$ cat src/rtl/note_lane_renderer_pkg.sv
`default_nettype none
// ============================================================================
// Module   : note_lane_renderer_pkg
// Brief    : Shared colour codes, VGA screen limits, FSM state encoding and
//            the slot colour-priority helper for the note lane renderer.
// Revision : 1.0 - initial release
// ============================================================================
package note_lane_renderer_pkg;

    // 3-bit RGB colour codes understood by the VGA adapter
    localparam logic [2:0] c_col_black  = 3'b000;
    localparam logic [2:0] c_col_red    = 3'b100;
    localparam logic [2:0] c_col_yellow = 3'b110;
    localparam logic [2:0] c_col_green  = 3'b010;
    // Reserved for other drawers; the lane never emits it
    localparam logic [2:0] c_col_blue   = 3'b001;

    // Visible screen of the VGA adapter
    localparam int c_vga_width  = 160;
    localparam int c_vga_height = 120;

    typedef enum logic [1:0] {
        ST_IDLE   = 2'd0,
        ST_SCAN   = 2'd1,
        ST_FINISH = 2'd2
    } state_t;

    // Hit highlight beats red, red beats yellow, empty slots are painted
    // black so the square left over from the previous frame is erased.
    function automatic logic [2:0] pick_colour(input logic red,
                                               input logic yellow,
                                               input logic hit_slot0);
        if (hit_slot0 && (red || yellow)) return c_col_green;
        if (red)                          return c_col_red;
        if (yellow)                       return c_col_yellow;
        return c_col_black;
    endfunction

endpackage
`default_nettype wire

$ cat src/rtl/note_lane_renderer_square_scan.sv
`default_nettype none
// ============================================================================
// Module   : note_lane_renderer_square_scan
// Brief    : px/py raster counter for one SQ_SIZE x SQ_SIZE square, px fastest.
//            Flags the last pixel of the square.
// Revision : 1.0 - initial release
// ============================================================================
module note_lane_renderer_square_scan #(
    parameter int SQ_SIZE = 4,
    localparam int CW = (SQ_SIZE > 1) ? $clog2(SQ_SIZE) : 1
) (
    input  logic          clk,
    input  logic          resetn,
    input  logic          enable,
    input  logic          clear,
    output logic [CW-1:0] px,
    output logic [CW-1:0] py,
    output logic          last_pixel
);

    localparam logic [CW-1:0] c_max = CW'(SQ_SIZE - 1);

    // Raster counter: clear wins, otherwise step px and carry into py
    always_ff @(posedge clk or negedge resetn) begin
        if (!resetn) begin
            px <= '0;
            py <= '0;
        end else if (clear) begin
            px <= '0;
            py <= '0;
        end else if (enable) begin
            if (px == c_max) begin
                px <= '0;
                py <= (py == c_max) ? '0 : py + CW'(1);
            end else begin
                px <= px + CW'(1);
            end
        end
    end

    assign last_pixel = (px == c_max) && (py == c_max);

endmodule
`default_nettype wire

$ cat src/rtl/note_lane_renderer.sv
`default_nettype none
// ============================================================================
// Module   : note_lane_renderer
// Brief    : On start, snapshots the red/yellow note lanes and paints every
//            slot square one pixel per cycle to the VGA adapter, with a
//            start/busy/done handshake and a green hit highlight on slot 0.
// Revision : 1.0 - initial release
// ============================================================================
module note_lane_renderer
    import note_lane_renderer_pkg::*;
#(
    parameter int NUM_SLOTS = 10,
    parameter int SQ_SIZE   = 4,
    parameter int X_ORIGIN  = 10,
    parameter int X_PITCH   = 10,
    parameter int Y_ROW     = 112
) (
    input  logic                 clk,
    input  logic                 resetn,
    input  logic                 start,
    input  logic [NUM_SLOTS-1:0] red_seq,
    input  logic [NUM_SLOTS-1:0] yellow_seq,
    input  logic                 hit,
    output logic [7:0]           x,
    output logic [6:0]           y,
    output logic [2:0]           colour,
    output logic                 plot,
    output logic                 busy,
    output logic                 done
);

    localparam int CW = (SQ_SIZE > 1) ? $clog2(SQ_SIZE) : 1;
    localparam int SW = (NUM_SLOTS > 1) ? $clog2(NUM_SLOTS) : 1;
    localparam logic [SW-1:0] c_last_slot = SW'(NUM_SLOTS - 1);

    // Reject geometries that would draw off screen or break the counters
    generate
        if ((X_ORIGIN + (NUM_SLOTS - 1) * X_PITCH + SQ_SIZE - 1 > c_vga_width - 1) ||
            (Y_ROW + SQ_SIZE - 1 > c_vga_height - 1) ||
            (SQ_SIZE < 2) || (SQ_SIZE > 8) || ((SQ_SIZE & (SQ_SIZE - 1)) != 0) ||
            (X_PITCH < SQ_SIZE) || (NUM_SLOTS < 2)) begin : g_param_check
            $error("note_lane_renderer: lane geometry does not fit the 160x120 screen");
        end
    endgenerate

    state_t               r_state;
    state_t               w_state_nxt;
    logic [NUM_SLOTS-1:0] r_red;
    logic [NUM_SLOTS-1:0] r_yellow;
    logic                 r_hit;
    logic [SW-1:0]        r_slot;
    logic                 r_last_sent;
    logic [CW-1:0]        w_px;
    logic [CW-1:0]        w_py;
    logic                 w_sq_last;
    logic                 w_accept;
    logic                 w_emit;
    logic                 w_finish;
    logic                 w_frame_last;
    logic                 w_src_red;
    logic                 w_src_yellow;
    logic                 w_src_hit;
    logic [2:0]           w_colour;
    logic [7:0]           w_x;
    logic [6:0]           w_y;

    // The counters always point at the pixel to be loaded into the output
    // registers at the next edge; clearing them whenever nothing is emitted
    // keeps them parked at slot 0 / pixel 0 between frames.
    note_lane_renderer_square_scan #(
        .SQ_SIZE (SQ_SIZE)
    ) u_square_scan (
        .clk        (clk),
        .resetn     (resetn),
        .enable     (w_emit),
        .clear      (!w_emit),
        .px         (w_px),
        .py         (w_py),
        .last_pixel (w_sq_last)
    );

    // FSM state register
    always_ff @(posedge clk or negedge resetn) begin
        if (!resetn) r_state <= ST_IDLE;
        else         r_state <= w_state_nxt;
    end

    // Next state and per-cycle strobes: emit a pixel, or close the frame
    always_comb begin
        w_state_nxt = r_state;
        w_accept    = 1'b0;
        w_emit      = 1'b0;
        w_finish    = 1'b0;
        case (r_state)
            ST_IDLE: begin
                if (start) begin
                    w_accept    = 1'b1;
                    w_emit      = 1'b1;
                    w_state_nxt = ST_SCAN;
                end
            end
            ST_SCAN: begin
                if (r_last_sent) begin
                    w_finish    = 1'b1;
                    w_state_nxt = ST_FINISH;
                end else begin
                    w_emit = 1'b1;
                end
            end
            ST_FINISH: w_state_nxt = ST_IDLE;
            default:   w_state_nxt = ST_IDLE;
        endcase
    end

    assign w_frame_last = w_sq_last && (r_slot == c_last_slot);

    // Slot counter and last-pixel marker
    always_ff @(posedge clk or negedge resetn) begin
        if (!resetn) begin
            r_slot      <= '0;
            r_last_sent <= 1'b0;
        end else begin
            r_last_sent <= w_emit && w_frame_last;
            if (!w_emit)
                r_slot <= '0;
            else if (w_sq_last)
                r_slot <= (r_slot == c_last_slot) ? '0 : r_slot + SW'(1);
        end
    end

    // Lane snapshot taken when a frame is accepted
    always_ff @(posedge clk or negedge resetn) begin
        if (!resetn) begin
            r_red    <= '0;
            r_yellow <= '0;
            r_hit    <= 1'b0;
        end else if (w_accept) begin
            r_red    <= red_seq;
            r_yellow <= yellow_seq;
            r_hit    <= hit;
        end
    end

    // The first pixel is loaded in the same edge that takes the snapshot,
    // so in IDLE the live inputs stand in for the not-yet-written snapshot.
    always_comb begin
        w_src_red    = r_red[r_slot];
        w_src_yellow = r_yellow[r_slot];
        w_src_hit    = r_hit;
        if (r_state == ST_IDLE) begin
            w_src_red    = red_seq[r_slot];
            w_src_yellow = yellow_seq[r_slot];
            w_src_hit    = hit;
        end
    end

    assign w_colour = pick_colour(w_src_red, w_src_yellow,
                                  w_src_hit && (r_slot == '0));
    assign w_x = 8'(X_ORIGIN + int'(r_slot) * X_PITCH + int'(w_px));
    assign w_y = 7'(Y_ROW + int'(w_py));

    // Registered VGA outputs and handshake
    always_ff @(posedge clk or negedge resetn) begin
        if (!resetn) begin
            x      <= '0;
            y      <= '0;
            colour <= c_col_black;
            plot   <= 1'b0;
            busy   <= 1'b0;
            done   <= 1'b0;
        end else begin
            done <= w_finish;
            if (w_emit) begin
                x      <= w_x;
                y      <= w_y;
                colour <= w_colour;
                plot   <= 1'b1;
                busy   <= 1'b1;
            end else if (w_finish) begin
                plot <= 1'b0;
                busy <= 1'b0;
            end
        end
    end

endmodule
`default_nettype wire

$ cat config.mk
export PLATFORM = sky130hd
export DESIGN_NAME = note_lane_renderer
export DESIGN_NICKNAME = d
export VERILOG_FILES = /design/src/rtl/note_lane_renderer_pkg.sv /design/src/rtl/note_lane_renderer_square_scan.sv /design/src/rtl/note_lane_renderer.sv
export SDC_FILE = /design/constraint.sdc
export NUM_CORES = 1
export LEC_CHECK = 0
export CAP_MARGIN = 20
export CORE_MARGIN = 2
export CORE_UTILIZATION = 40
export CTS_BUF_LIST = sky130_fd_sc_hd__clkbuf_8
export DETAILED_ROUTE_END_ITERATION = 8
export GPL_ROUTABILITY_DRIVEN = 0
export HOLD_SLACK_MARGIN = 0.02
export PLACE_DENSITY = 0.63
export SLEW_MARGIN = 20
export SYNTH_ARGS = -nofsm -noshare
export SYNTH_HDL_FRONTEND = slang
export SYNTH_HIERARCHICAL = 1
export SYNTH_SLANG_ARGS = --single-unit
$ cat constraint.sdc
create_clock -name clk -period 2.25 [get_ports clk]
set_input_delay 0.45 -clock clk [delete_from_list [all_inputs] [get_ports clk]]
set_output_delay 0.45 -clock clk [all_outputs]
set_load 0.1 [all_outputs]
## After elaboration in Yosys (flattened, before gate mapping)

Index checks and enable logic that the tools add are counted.

- Flip-flop bits (word level): 52
- Input port bits: 24
- Output and inout bits: 21
- Logic and storage cells: 81

- Add/sub/neg operators: 6
- Multipliers: 1
- Order comparisons: 1
- Eq/ne operators: 8
- Multiplexer cells: 42
- Reduce and logical (&&, ||, !) cells: 10

Operators by type and width:

| cell | count |
|---|---|
| 1-bit two-way mux | 20 |
| 3-bit two-way mux | 6 |
| 1-bit binary-select mux with 4-bit select | 4 |
| 2-bit two-way mux | 7 |
| 4-bit two-way mux | 3 |
| 4-bit by 8-bit adder with 8-bit output (first input constant) | 1 |
| 8-bit by 2-bit adder with 8-bit output | 1 |
| 7-bit by 2-bit adder with 7-bit output (first input constant) | 1 |
| 4-bit by 3-bit multiplier with 7-bit output (second input constant) | 1 |
| 2-bit != test (second input constant) | 3 |
| 1-bit logical AND | 5 |
| 4-bit by 5-bit < comparator with 1-bit output (second input constant) | 1 |
| 2-bit by 1-bit adder with 2-bit output (second input constant) | 2 |
| 4-bit by 1-bit adder with 4-bit output (second input constant) | 1 |
| 2-bit equality test (second input constant) | 2 |
| 4-bit equality test (second input constant) | 1 |
| 4-bit zero test | 1 |
| 2-bit one-hot mux with 2 select lines | 1 |
| 2-bit by 1-bit equality test with 1-bit output (second input constant) | 1 |
| 2-bit zero test | 1 |
| 2-bit by 1-bit != test with 1-bit output (second input constant) | 1 |
| 1-bit one-hot mux with 2 select lines | 1 |
| 2-bit AND reduction | 1 |
| 2-bit nonzero test | 1 |
| 1-bit logical OR | 1 |

## Longest topological paths before layout

Gate-level depths: netlist of the first run.

- Depth after elaboration: 12
- Gate-level depth with buffers: 11

## Hierarchy

The synthesis of the first run kept the hierarchy.

Modules (own cells, without submodules):

| module | instances | cells each | area an instance (µm²) |
|---|---|---|---|
| note_lane_renderer | 1 | 207 | 2409.8 |
| note_lane_renderer_square_scan | 1 | 18 | 215.2 |

## Least setup slack after synthesis of the first run

No wires, ideal clock.

- Path kind: register to register
- From: reg r_slot[1]
- To: reg x[7]
- Library setup time: 0.126 ns
- Arrival: 1.961 ns
- Data required time: 2.124 ns
- Slack: 0.164 ns
- Stages on the path, launching flop included: 8
- Clock period less this slack: 2.086 ns
- Path through: dfrtp_1 > ha_1 > ha_1 > fa_1 > nand2_1 > mux2i_1 > a221oi_1 > nor2_1

- Cells in the longest elaborated chain, start to end: 3

RTL lines:

| element | line | RTL |
|---|---|---|
| start, declared | note_lane_renderer.sv:51 | `logic [SW-1:0] r_slot;` |
| start signal, assigned | note_lane_renderer.sv:127 | `r_slot <= (r_slot == c_last_slot) ? '0 : r_slot + SW'(1);` |
| 4-bit by 3-bit multiplier with 7-bit output | note_lane_renderer.sv:159 | `assign w_x = 8'(X_ORIGIN + int'(r_slot) * X_PITCH + int'(w_px));` |
| 4-bit by 8-bit adder with 8-bit output | note_lane_renderer.sv:159 |  |
| 8-bit by 2-bit adder with 8-bit output | note_lane_renderer.sv:159 |  |
| end signal, assigned | note_lane_renderer.sv:174 | `x <= w_x;` |
| end, declared | note_lane_renderer.sv:24 | `output logic [7:0] x,` |

No other way between the ends.
A chain may end at the register's enable or synchronous reset.

## Final worst setup path of the first run

Ends and elaborated chain as after synthesis.

==> impl_metrics.env, run 1 <==
export IMPL_grt_pass1_vias=1845
export IMPL_max_freq_mhz=479
export IMPL_grt_max_degree=26
export IMPL_drcViolationCount=0
export IMPL_holdCritPathClass="in2async"
export IMPL_firstDrtPassIters=4
export IMPL_yosysTopAreaCell="dfrtp_1"
export IMPL_netlist_instances=225
export IMPL_power_leakage_nw=1.44
export IMPL_cts_setup_buffers=0
export IMPL_grtUsageMet1_pct=21.1
export IMPL_clkSlewWorstSetupHoldPaths_ps=100
export IMPL_layout_drive_gt1_share_pct=25.7
export IMPL_maxCapViolCount=0
export IMPL_r2r_start="r_slot[1]"
export IMPL_ys_warn_count=6
export IMPL_grt_use_met2_pct=24.1
export IMPL_area_growth_pct=21.7
export IMPL_avgSynthCellArea_sq_um=11.7
export IMPL_yosys_register_bits=47
export IMPL_start_util_pct=41.3
export IMPL_fin_setup_tns_ps=0
export IMPL_core_area_sq_um=6350
export IMPL_setup_viol=0
export IMPL_worstPathArrival_ps=2280
export IMPL_required_ps=2440
export IMPL_synth_flop_cell="dfrtp_1"
export IMPL_setup_worst_path_end_class="flip-flop"
export IMPL_synth_edf_count=0
export IMPL_cts_max_level=2
export IMPL_peakVddDrop_mv=0.968
export IMPL_final_cell_count_no_fill=349
export IMPL_dp_cells=341
export IMPL_drv_slew=0
export IMPL_wl_per_cell_um=14.0
export IMPL_p_per_area_nw_per_um2=1070
export IMPL_async_reset_ff_share_pct=100
export IMPL_n_antenna_cell=0
export IMPL_clockBufferDepth=2
export IMPL_row_count=29
export IMPL_synthDistinctLibCells=45
export IMPL_hold_viol=0
export IMPL_grt_ovfl_total=0
export IMPL_hpwl_um=3620
export IMPL_cts_tree="yes"
export IMPL_yosysMostFrequentCell="dfrtp_1"
export IMPL_outcome="finished clean"
export IMPL_boundaryPins=45
export IMPL_via_count=1802
export IMPL_die_area_sq_um=7230
export IMPL_post_route_min_period_ps=2090
export IMPL_yosysSeqAreaShare_pct=44.8
export IMPL_tightestPinTransition_ps=609
export IMPL_die_h_um=85.0
export IMPL_cts_made_buffers=5
export IMPL_cts_root_buffer="clkbuf_8"
export IMPL_final_period_utilization_pct=92.9
export IMPL_synth_top_area_share_pct=44.8
export IMPL_crit_start="r_slot[1]"
export IMPL_track_usage_pct=15.0
export IMPL_worst_setup_path_type="reg2reg"
export IMPL_rsz0062_at_grt="no"
export IMPL_met3_usage_pct=2.82
export IMPL_clk_latency_ps=310
export IMPL_wl_um=4890
export IMPL_yosys_top_cells_count="dfrtp_1, nand2_1, mux2_2"
export IMPL_avgViaCountPerCell=5.16
export IMPL_postCtsHoldBufs=0
export IMPL_numPortBuffers=41
export IMPL_synth_area_top_cells="dfrtp_1, mux2_2, ha_1, mux4_1, nand2_1"
export IMPL_grt_pass1_wl_um=8760
export IMPL_cp_max_fo=3
export IMPL_relSlewSlack_pct=59.3
export IMPL_skew_ps=12.1
export IMPL_grt_busiest_layer="met2"
export IMPL_ant_nets=0
export IMPL_cts_resized_gates=0
export IMPL_syn_area_sq_um=2630
export IMPL_layout_nets=310
export IMPL_antenna_found_initial=0
export IMPL_drt_initial_drc_count=101
export IMPL_worstSetupStartpointType="flip-flop"
export IMPL_die_w_um=85.0
export IMPL_cts_sinks=47
export IMPL_fillers=561
==> through the flow <==
stage                     util, %  area (sq um)  hold WS, ps  total power [W]  setup slack (ps)
after global placement       48.7          3100          465          0.00286               152
after global routing         50.3          3190          153          0.00361              27.7
after CTS                    50.3          3190          132          0.00345               149
final                        50.3          3190          123          0.00340               160
after detailed placement     48.7          3100          469          0.00288               127
after floorplan                 -          2630          154          0.00252               164
==> power by group <==
part	total, W	switching [W]	internal, W
Combinational	0.00160	0.00100	0.000595
Sequential	0.00126	0.000153	0.00111
Clock	0.000549	0.000298	0.000251
==> sequential cells by signal, summed over array words and instances (netlist names) <==
register          cells
busy                  1
r_last_sent           1
done                  1
x                     8
r_red                10
u_square_scan/px      2
y                     3
u_square_scan/py      2
r_yellow             10
r_slot                4
r_state               2
r_hit                 1
colour                2
==> worst paths after layout <==
path | to | slack (ps) | cells after the start
max | x[7] | 160 | 7
min | r_slot[0] | 120 | 1
max reg2reg | x[7] | 160 | 7
min reg2reg | y[1] | 480 | 2
max in group asynchronous | r_red[6] | 1600 | 2
min in group clk | y[1] | 480 | 2
==> per-layer routing <==
metal	routed length, um	vias to the layer above
met2	2230	42
met1	2370	872
met3	232	6
li1	-	882
met4	54	0
met5	0	-
==> placed cells by master (no fill, tap or decap), drive strengths merged, types with 6 or more instances in the layout <==
| cell | Yosys | layout |
|---|---|---|
| dfrtp | 47 | 47 |
| mux2 | 25 | 25 |
| clkbuf | 2 | 6 |
| mux2i | 9 | 9 |
| nor2 | 11 | 11 |
| clkdlybuf4s50 | 0 | 22 |
| mux4 | 7 | 7 |
| buf | 13 | 30 |
| nand2 | 27 | 27 |
| inv | 8 | 8 |
| o21ai | 9 | 9 |
| a21oi | 9 | 9 |
| ha | 14 | 14 |
==> final cells by class <==
cell class / instances / area (sq um) / share of cell area [%]
multi-input cells: 156 / 1320 / 41.4
flip-flops and latches: 47 / 1180 / 36.8
repair buffers: 52 / 468 / 14.6
clock buffers: 6 / 82.6 / 2.59
well taps: 77 / 96.3 / 3.02
inverters: 9 / 33.8 / 1.06
clock inverters: 2 / 16.3 / 0.509
==> worst max-delay path: stages, from the launching register on <==
cell and delay (ps):
dfrtp_1 390, ha_1 290, ha_1 220, fa_1 530, nand2_1 100, mux2i_1 130, a221oi_1 260, nor2_1 60
==> logic make-up after synthesis <==
group | after synthesis | share of synthesized area (%)
AOI/OAI and AO/OA | 33 | 8.91
and+or+nand+nor | 61 | 11.7
buffers and inverters | 24 | 5.15
DFF | 47 | 44.8
other | 1 | 0.143
xor gates and xnor gates | 3 | 1.00
muxes | 41 | 20.9
adders and majority gates | 15 | 7.44
No activity file was read; power rests on OpenSTA's default activity.
==> run 2, diff against run 1 <==
--- a/config.mk
+++ b/config.mk
@@ -16,5 +16,4 @@
 export SLEW_MARGIN = 20
 export SYNTH_ARGS = -nofsm -noshare
 export SYNTH_HDL_FRONTEND = slang
-export SYNTH_HIERARCHICAL = 1
 export SYNTH_SLANG_ARGS = --single-unit
==> run 2 against run 1 <==
  * Via count fell by 5.7%
  * Register-to-register slack improved by 150 ps
  * Worst hold slack improved by 110 ps
  * Non-clock buffer count fell by 1
  * Critical path depth did not move
  * Clock skew fell by 10 ps
  * Clock-buffer cell count rose by 1
==> impl_metrics.env, run 2 <==
export IMPL_wl_per_cell_um=13.6
export IMPL_power_leakage_nw=1.38
export IMPL_placed_area_sq_um=2980
export IMPL_seq_area_sq_um=1180
export IMPL_synth_top_area_share_pct=45.9
export IMPL_final_period_utilization_pct=86.0
export IMPL_firstDrtPassIters=4
export IMPL_skew_ps=2.02
export IMPL_ant_nets=0
export IMPL_crit_top_cell="ha_1"
export IMPL_syn_area_sq_um=2560
export IMPL_avgSynthCellArea_sq_um=11.8
export IMPL_antenna_found_initial=0
export IMPL_place_ws_ps=106
export IMPL_multi_input_comb_area_sq_um=1240
export IMPL_grt_pass1_vias=1679
export IMPL_die_area_sq_um=7070
export IMPL_worst_setup_path_type="reg2reg"
export IMPL_drcViolationCount=0
export IMPL_holdCritPathClass="in2async"
export IMPL_power_w=0.00472
export IMPL_yosys_top_cells_count="dfrtp_1, nand2_1, mux2_2"
export IMPL_die_h_um=84.1
export IMPL_slowest_delay_ps=530
export IMPL_hold_viol=0
export IMPL_postCtsHoldBufs=0
export IMPL_cts_setup_buffers=0
export IMPL_rsz0062_at_grt="no"
export IMPL_cts_max_level=2
export IMPL_tightestPinTransition_ps=604
export IMPL_slowest_stage="dfrtp_2"
export IMPL_clkSlewWorstSetupHoldPaths_ps=80
export IMPL_worstSetupStartpointType="flip-flop"
export IMPL_n_antenna_cell=0
export IMPL_synthDistinctLibCells=43
export IMPL_r2r_start="r_slot[0]"
export IMPL_yosys_register_bits=47
export IMPL_via_count=1700
export IMPL_row_count=29
export IMPL_max_freq_mhz=517
export IMPL_yosysMostFrequentCell="dfrtp_1"
export IMPL_synth_area_top_cells="dfrtp_1, mux2_2, ha_1, nand2_1, mux4_2"
export IMPL_wl_um=4590
export IMPL_relSlewSlack_pct=59.7
export IMPL_synth_flop_cell="dfrtp_1"
export IMPL_cts_sinks=47
export IMPL_async_reset_ff_share_pct=100
export IMPL_setup_worst_path_end_class="flip-flop"
export IMPL_grt_pass1_wl_um=8030
export IMPL_setup_viol=0
export IMPL_fin_setup_tns_ps=0
export IMPL_fillers=567
export IMPL_ys_warn_count=0
export IMPL_numPortBuffers=41
export IMPL_synth_edf_count=0
export IMPL_die_w_um=84.1
export IMPL_drv_slew=0
export IMPL_post_route_min_period_ps=1940
export IMPL_netlist_instances=217
export IMPL_track_usage_pct=14.2
export IMPL_layout_drive_gt1_share_pct=28.0
export IMPL_layout_nets=298
export IMPL_maxCapViolCount=0
export IMPL_final_util_pct=49.2
export IMPL_rrSetupSlack_ps=310
export IMPL_core_area_sq_um=6280
export IMPL_clk_latency_ps=300
export IMPL_postLayoutSetupSlackWorst_ps=315
export IMPL_postLayoutCellArea_sq_um=3090
export IMPL_peakVddDrop_mv=0.845
export IMPL_start_util_pct=40.8
export IMPL_avgViaCountPerCell=5.03
export IMPL_r2r_cells=7
export IMPL_path_buf_inv=0
export IMPL_required_ps=2470
export IMPL_rr_endpoint="x[6]"
export IMPL_yosysTopAreaCell="dfrtp_1"
export IMPL_grt_ovfl_total=0
export IMPL_cts_tree="yes"
export IMPL_boundaryPins=45
export IMPL_yosysSeqAreaShare_pct=45.9
export IMPL_outcome="finished clean"
export IMPL_cts_root_buffer="clkbuf_8"
export IMPL_crit_family="adder cells"
export IMPL_drt_initial_drc_count=63
export IMPL_clockBufferDepth=2
export IMPL_reg_largest_list="r_red (10), r_yellow (10), x (8)"
export IMPL_worstPathCellList="ha_1, ha_1, ha_1, a21oi_1, nor2_1, xnor2_1, o21ai_0"
export IMPL_worstPathArrival_ps=2160
export IMPL_layout_common_cells="dfrtp_1, nand2_1, buf_4"
export IMPL_hpwl_um=3390
export IMPL_area_growth_pct=20.4
export IMPL_cts_made_buffers=5
export IMPL_p_per_area_nw_per_um2=1530
export IMPL_cp_max_fo=12
export IMPL_grt_max_degree=48
export IMPL_mostFrequentLayoutCell="dfrtp_1"
==> run 2: final cells by class <==
| type | instances | share of cell area (%) |
|---|---|---|
| clock inverters | 1 | 0.122 |
| well taps | 77 | 3.12 |
| inverters | 10 | 1.22 |
| clock buffers | 7 | 3.12 |
| flip-flops and latches | 47 | 38.2 |
| multi-input cells | 145 | 40.1 |
| repair buffers | 51 | 14.1 |
==> run 2: logic make-up after synthesis <==
family | synth area share (%)
muxes | 20.7
xor gates and xnor gates | 1.37
and+or+nand+nor | 11.2
DFF | 45.9
other | 0.146
AOI/OAI and AO/OA | 7.47
buffers and inverters | 6.10
adders and majority gates | 7.13
==> run 2: where the power goes <==
group / switching [W] / total (W) / internal, W
registers: 0.000230 / 0.00145 / 0.00122
clock network: 0.000271 / 0.000547 / 0.000276
logic: 0.00166 / 0.00273 / 0.00107
total: 0.00216 / 0.00472 / 0.00256
==> run 2: layer usage <==
layer	vias up	track usage [%]	routed length, um
met2	33	22.3	2150
li1	838	-	-
met1	823	19.5	2230
met3	6	3.36	150
met4	0	4.40	58
met5	-	0	0
==> run 2: metrics by stage <==
stage,hold slack (ps),instances
2_1_floorplan,154,219
3_3_place_gp,457,330
3_5_place_dp,462,330
4_1_cts,254,338
5_1_grt,292,338
6_report,230,338
==> run 2: repair_timing <==
item,in CTS,in global routing
endpoints found under the hold margin,0,0
setup endpoints to repair,0,1
gates resized for setup,0,1
==> run 2: worst max-delay path by stage <==
stage | start | to | slack [ps] | cells after the start
after detailed placement | yellow_seq[1] | colour[2] | 110 | 6
after floorplan | r_slot[1] | x[6] | 360 | 7
after global placement | yellow_seq[1] | colour[2] | 120 | 6
after global routing | r_slot[0] | colour[1] | 150 | 6
after CTS | r_slot[0] | colour[2] | 130 | 5
final | r_slot[0] | x[6] | 310 | 7
